--- src/rtl/div_unit_param_pkg.sv ---
// Shared state encoding and handshake levels for the parametrised divider.
// Latency: n/a (types and constants only).
// Backpressure: n/a.
package div_unit_param_pkg;

    typedef enum logic [1:0] {
        DivFree   = 2'd0,
        DivByZero = 2'd1,
        DivOn     = 2'd2,
        DivEnd    = 2'd3
    } div_state_e;

    localparam logic DivResultReady    = 1'b1;
    localparam logic DivResultNotReady = 1'b0;
    localparam logic DivStart          = 1'b1;
    localparam logic DivStop           = 1'b0;

endpackage

--- src/rtl/div_unit_param_step.sv ---
// One restoring-division iteration: shift {remainder, dividend} left, trial-subtract divisor.
// Latency: purely combinational.
// Backpressure: none; the caller decides when to register the outputs.
module div_unit_param_step #(
    parameter int WIDTH = 32
) (
    input  logic [WIDTH:0]   rem_i,
    input  logic [WIDTH-1:0] word_i,
    input  logic [WIDTH-1:0] divisor_i,
    output logic [WIDTH:0]   rem_o,
    output logic [WIDTH-1:0] word_o
);

    logic [WIDTH+1:0] shifted;
    logic [WIDTH+1:0] trial;
    logic             ge;

    // Extra top bit makes the borrow of the trial subtraction visible as a sign bit.
    always_comb begin
        shifted = {rem_i, word_i[WIDTH-1]};
        trial   = shifted - {2'b00, divisor_i};
        ge      = ~trial[WIDTH+1];
        rem_o   = ge ? trial[WIDTH:0] : shifted[WIDTH:0];
        word_o  = {word_i[WIDTH-2:0], ge};
    end

endmodule

--- src/rtl/div_unit_param.sv ---
// Multi-cycle restoring divider, signed/unsigned, result {remainder, quotient}.
// Latency: WIDTH+1 edges after start is sampled; divide-by-zero resolves on the following edge.
// Backpressure: result and ready_o held in END while start_i stays high; annul_i aborts ZERO/ON.
module div_unit_param
    import div_unit_param_pkg::*;
#(
    parameter int WIDTH = 32
) (
    input  logic                 clk,
    input  logic                 rst,
    input  logic                 signed_div_i,
    input  logic [WIDTH-1:0]     opdata1_i,
    input  logic [WIDTH-1:0]     opdata2_i,
    input  logic                 start_i,
    input  logic                 annul_i,
    output logic [2*WIDTH-1:0]   result_o,
    output logic                 ready_o,
    output logic                 busy_o,
    output logic                 div_zero_o
);

    localparam int CNT_W = $clog2(WIDTH + 1);

    div_state_e             state, state_n;
    logic [CNT_W-1:0]       cnt, cnt_n;
    logic [WIDTH:0]         rem_r, rem_n, step_rem;
    logic [WIDTH-1:0]       word_r, word_n, step_word;
    logic [WIDTH-1:0]       dvs_r, dvs_n;
    logic                   neg_q_r, neg_q_n;
    logic                   neg_r_r, neg_r_n;
    logic [2*WIDTH-1:0]     result_n;
    logic                   ready_n, div_zero_n;
    logic [WIDTH-1:0]       abs_a, abs_b, q_fix, r_fix;

    div_unit_param_step #(.WIDTH(WIDTH)) u_step (
        .rem_i     (rem_r),
        .word_i    (word_r),
        .divisor_i (dvs_r),
        .rem_o     (step_rem),
        .word_o    (step_word)
    );

    // Magnitudes of the operands; abs(most-negative) wraps to itself and is read as unsigned.
    always_comb begin
        abs_a = (signed_div_i && opdata1_i[WIDTH-1]) ? -opdata1_i : opdata1_i;
        abs_b = (signed_div_i && opdata2_i[WIDTH-1]) ? -opdata2_i : opdata2_i;
        q_fix = neg_q_r ? -word_r : word_r;
        r_fix = neg_r_r ? -rem_r[WIDTH-1:0] : rem_r[WIDTH-1:0];
    end

    // Next-state and datapath control; every target holds unless a state changes it.
    always_comb begin
        state_n    = state;
        cnt_n      = cnt;
        rem_n      = rem_r;
        word_n     = word_r;
        dvs_n      = dvs_r;
        neg_q_n    = neg_q_r;
        neg_r_n    = neg_r_r;
        result_n   = result_o;
        ready_n    = ready_o;
        div_zero_n = div_zero_o;
        case (state)
            DivFree: begin
                ready_n  = DivResultNotReady;
                result_n = '0;
                if (start_i == DivStart && !annul_i) begin
                    word_n  = abs_a;
                    dvs_n   = abs_b;
                    rem_n   = '0;
                    cnt_n   = '0;
                    neg_q_n = signed_div_i && (opdata1_i[WIDTH-1] ^ opdata2_i[WIDTH-1]);
                    neg_r_n = signed_div_i && opdata1_i[WIDTH-1];
                    state_n = (opdata2_i == '0) ? DivByZero : DivOn;
                end
            end
            DivByZero: begin
                if (annul_i) begin
                    state_n = DivFree;
                end else begin
                    state_n    = DivEnd;
                    result_n   = '0;
                    div_zero_n = 1'b1;
                    ready_n    = DivResultReady;
                end
            end
            DivOn: begin
                if (annul_i) begin
                    state_n  = DivFree;
                    ready_n  = DivResultNotReady;
                    result_n = '0;
                end else if (cnt != CNT_W'(WIDTH)) begin
                    rem_n  = step_rem;
                    word_n = step_word;
                    cnt_n  = cnt + CNT_W'(1);
                end else begin
                    state_n    = DivEnd;
                    ready_n    = DivResultReady;
                    div_zero_n = 1'b0;
                    result_n   = {r_fix, q_fix};
                end
            end
            DivEnd: begin
                if (start_i == DivStop) begin
                    state_n  = DivFree;
                    ready_n  = DivResultNotReady;
                    result_n = '0;
                end
            end
            default: state_n = DivFree;
        endcase
    end

    // State, counter, datapath and output registers.
    always_ff @(posedge clk) begin
        if (rst) begin
            state      <= DivFree;
            cnt        <= '0;
            rem_r      <= '0;
            word_r     <= '0;
            dvs_r      <= '0;
            neg_q_r    <= 1'b0;
            neg_r_r    <= 1'b0;
            result_o   <= '0;
            ready_o    <= DivResultNotReady;
            div_zero_o <= 1'b0;
        end else begin
            state      <= state_n;
            cnt        <= cnt_n;
            rem_r      <= rem_n;
            word_r     <= word_n;
            dvs_r      <= dvs_n;
            neg_q_r    <= neg_q_n;
            neg_r_r    <= neg_r_n;
            result_o   <= result_n;
            ready_o    <= ready_n;
            div_zero_o <= div_zero_n;
        end
    end

    assign busy_o = (state == DivByZero) || (state == DivOn);

endmodule

--- config.mk ---
export PLATFORM = sky130hd
export DESIGN_NAME = div_unit_param
export DESIGN_NICKNAME = d
export VERILOG_FILES = /design/src/rtl/div_unit_param_pkg.sv /design/src/rtl/div_unit_param_step.sv /design/src/rtl/div_unit_param.sv
export SDC_FILE = /design/constraint.sdc
export NUM_CORES = 1
export LEC_CHECK = 0
export CORE_UTILIZATION = 46
export CTS_BUF_LIST = sky130_fd_sc_hd__clkbuf_16
export DETAILED_ROUTE_END_ITERATION = 6
export DONT_BUFFER_PORTS = 1
export PLACE_DENSITY_LB_ADDON = 0.05
export RECOVER_POWER = 100
export SLEW_MARGIN = 10
export SYNTH_ARGS = -nofsm -noshare
export SYNTH_HDL_FRONTEND = slang
export SYNTH_HIERARCHICAL = 1
export SYNTH_SLANG_ARGS = --single-unit
--- constraint.sdc ---
create_clock -name clk -period 5.51 [get_ports clk]
set_input_delay 1.653 -clock clk [delete_from_list [all_inputs] [get_ports clk]]
set_output_delay 1.653 -clock clk [all_outputs]
set_load 0.03 [all_outputs]
==> results.cfg <==
[logic_synthesis]
synth_edf_count = 0
synth_ff_type = dfxtp_1
ys_ff_latch = 173
synth_cells = 1461
yosysSeqAreaShare_pct = 30.3
avgSynthCellArea_um2 = 7.82
syn_nets = 1573
synthArstFlopShare_pct = 0
syn-cell-area_um2 = 11400
ys_warn_count = 6
ys_types = 76

[die]
core_area_um2 = 24300
ios = 136
die_area_um2 = 25500
die_y_um = 160
fp.dieW_um = 160
num_rows = 57
start_util_pct = 47.0

[clock_tree]
cts_tree = done
clk_pin_slew_ns = 0.07
cts_resized = 0
htreeDepth = 4
numCtsBuffers = 17
cts_sinks = 173
cts_hold_buffers = 0
post_cts_buffers = 0
root_buffer = clkbuf_16
clockBufferDepth = 2
clk_latency_ns = 0.43

[place]
place_ws_ns = 1.63
finalWeightedCongestion = 0.917
portBuffers = 0
hpwl_um = 23300

[drt]
vias = 9923
firstDrtPassIters = 7
wl_um = 31400
drcViolationCount = 0
via_per_inst = 5.80
drt_iter0_drc = 763
detail-route-antenna-nets = 0
post_drt_wl_per_cell_um = 18.4

[timing]
period_needed_ns = 4.38
fin_ws_ns = 1.13
worst_slew_pin_slew_ns = 1.73
tns_ns = 0
finalSetupViolations = 0
rsz0062_at_grt = false
slew_headroom_pct = -15.2
slew_violations = 78
fin_worst_skew_ns = 0.0151
max_freq_ghz = 0.228
timing.final.crit_share_pct = 79.4
hold_viol = 0

[pwr]
p_leak_uw = 0.00438
total_power_uw = 4430
p_per_area_nw_per_um2 = 371
peakVddDrop_uv = 392

[worst_setup_path]
cp-endpoint = rem_r[20]
worstSetupStartpoint = start_i
worstPathRequired_ns = 5.86
r2r_start = state[1]
reg2reg_depth = 8
crit_type = in2reg
crit_arrival_ns = 4.73
startpoint_type = input port
setup.worst_path.end_class = register
rr_endpoint = rem_r[20]
reg2reg_setup_slack_ns = 1.58
cp_max_fo = 33

[cells_and_area]
final_cell_mix = dfxtp_1, nand2_1, a21oi_1, o21ai_0, nor2_1
layout-drive-gt1-share_pct = 4.98
final_common_cell = dfxtp_1
nFillCells = 2457
syn2layout_area_growth_pct = 4.62
insertedDiodeCount = 0
final_nets = 1485

[global_route]
grt_start_max_net_pins = 130
grt_use_total_pct = 24.9
grt_pass1_wl_um = 50900
antenna_found_initial = 0
grt-ovfl-total = 0
grt_pass1_vias = 9184

[flow_run]
maxCapViolCount = 2

[min_path]
hold_class = reg2reg

[run_status]
violations = capacitance limit, slew limit
status = finished, violations left
cells by family (layout without fill, tap and decap cells):
| logic type | Yosys count | count (layout) | synth area share, % |
|---|---|---|---|
| and+or+nand+nor | 474 | 474 | 19.9 |
| AOI/OAI and AO/OA | 419 | 419 | 23.6 |
| DFF | 173 | 173 | 30.3 |
| adders and majority gates | 43 | 43 | 4.78 |
| xor gates and xnor gates | 144 | 144 | 11.0 |
| buffers and inverters | 172 | 97 | 6.94 |
| muxes | 36 | 36 | 3.42 |
critical path, stage by stage:
cell,delay (ns)
mux2i_1,0.26
or2_0,0.47
a21o_1,0.70
clkbuf_1,1.28
nand2_1,0.15
a21oi_1,0.19
final cells by class:
type	count	area (µm²)	area share [%]
flip-flops and latches	173	3460	29.0
well taps	324	405	3.39
multi-input cells	1116	7200	60.2
repair buffers	10	76.3	0.639
clock inverters	15	176	1.48
inverters	55	206	1.73
clock buffers	17	425	3.56
where the power goes:
group          leakage, µW  total, µW  internal (µW)  switching [µW]
logic              0.00269       1660            617            1040
registers          0.00140       1530           1360             170
clock network     0.000288       1230            649             585
total              0.00438       4430           2630            1800
Yosys cell counts (all sizes together), types with 11 or more instances:
library cell,instances,area (µm²)
a211oi,41,323
a21o,30,225
a21oi,112,561
buf,43,309
clkbuf,74,278
dfxtp,173,3460
ha,42,526
inv,55,206
mux2,24,270
mux2i,12,120
nand2,172,646
nand2b,11,68.8
nand3,49,245
nand4,14,87.6
nor2,104,390
nor2b,12,75.1
nor3,32,176
nor4,13,87.6
o211ai,11,82.6
o21ai,105,526
o31ai,39,325
o41ai,18,158
or3,17,106
or4,16,128
xnor2,61,534
xor2,83,727
through the flow:
| step | hold slack (ns) | std cells | util (%) | instance area, µm² |
|---|---|---|---|---|
| after floorplan | 0.432 | 1461 | - | 11400 |
| after global placement | 0.443 | 1678 | 46.8 | 11400 |
| after detailed placement | 0.451 | 1678 | 46.8 | 11400 |
| after CTS | 0.459 | 1710 | 49.3 | 12000 |
| after global routing | 0.483 | 1710 | 49.1 | 12000 |
| final | 0.463 | 1710 | 49.1 | 12000 |
worst min path at each step:
stage                    from   endpoint  slack [ns]  cells past startpoint
finish              dvs_r[18]  dvs_r[18]        0.46                      2
CTS                 dvs_r[16]  dvs_r[16]        0.46                      2
global placement    dvs_r[18]  dvs_r[18]        0.44                      2
detailed placement  dvs_r[16]  dvs_r[16]        0.45                      2
floorplan           dvs_r[16]  dvs_r[16]        0.43                      2
global route        dvs_r[16]  dvs_r[16]        0.48                      2
state kept, by name (all words and copies together) (netlist names):
register and count:
dvs_r 32, neg_q_r 1, neg_r_r 1, result_o 64, rem_r 33, word_r 32
ready_o 1, state 2, div_zero_o 1, cnt 6
metal layers:
layer,vias to the layer above,part of all wire (%),track usage (%)
li1,5026,-,-
met1,4579,52,38.7
met2,297,39,33.9
met3,21,7.7,6.46
met4,0,0.91,4.63
met5,-,0,0
Note: power is estimated with default switching activity, not from simulation.
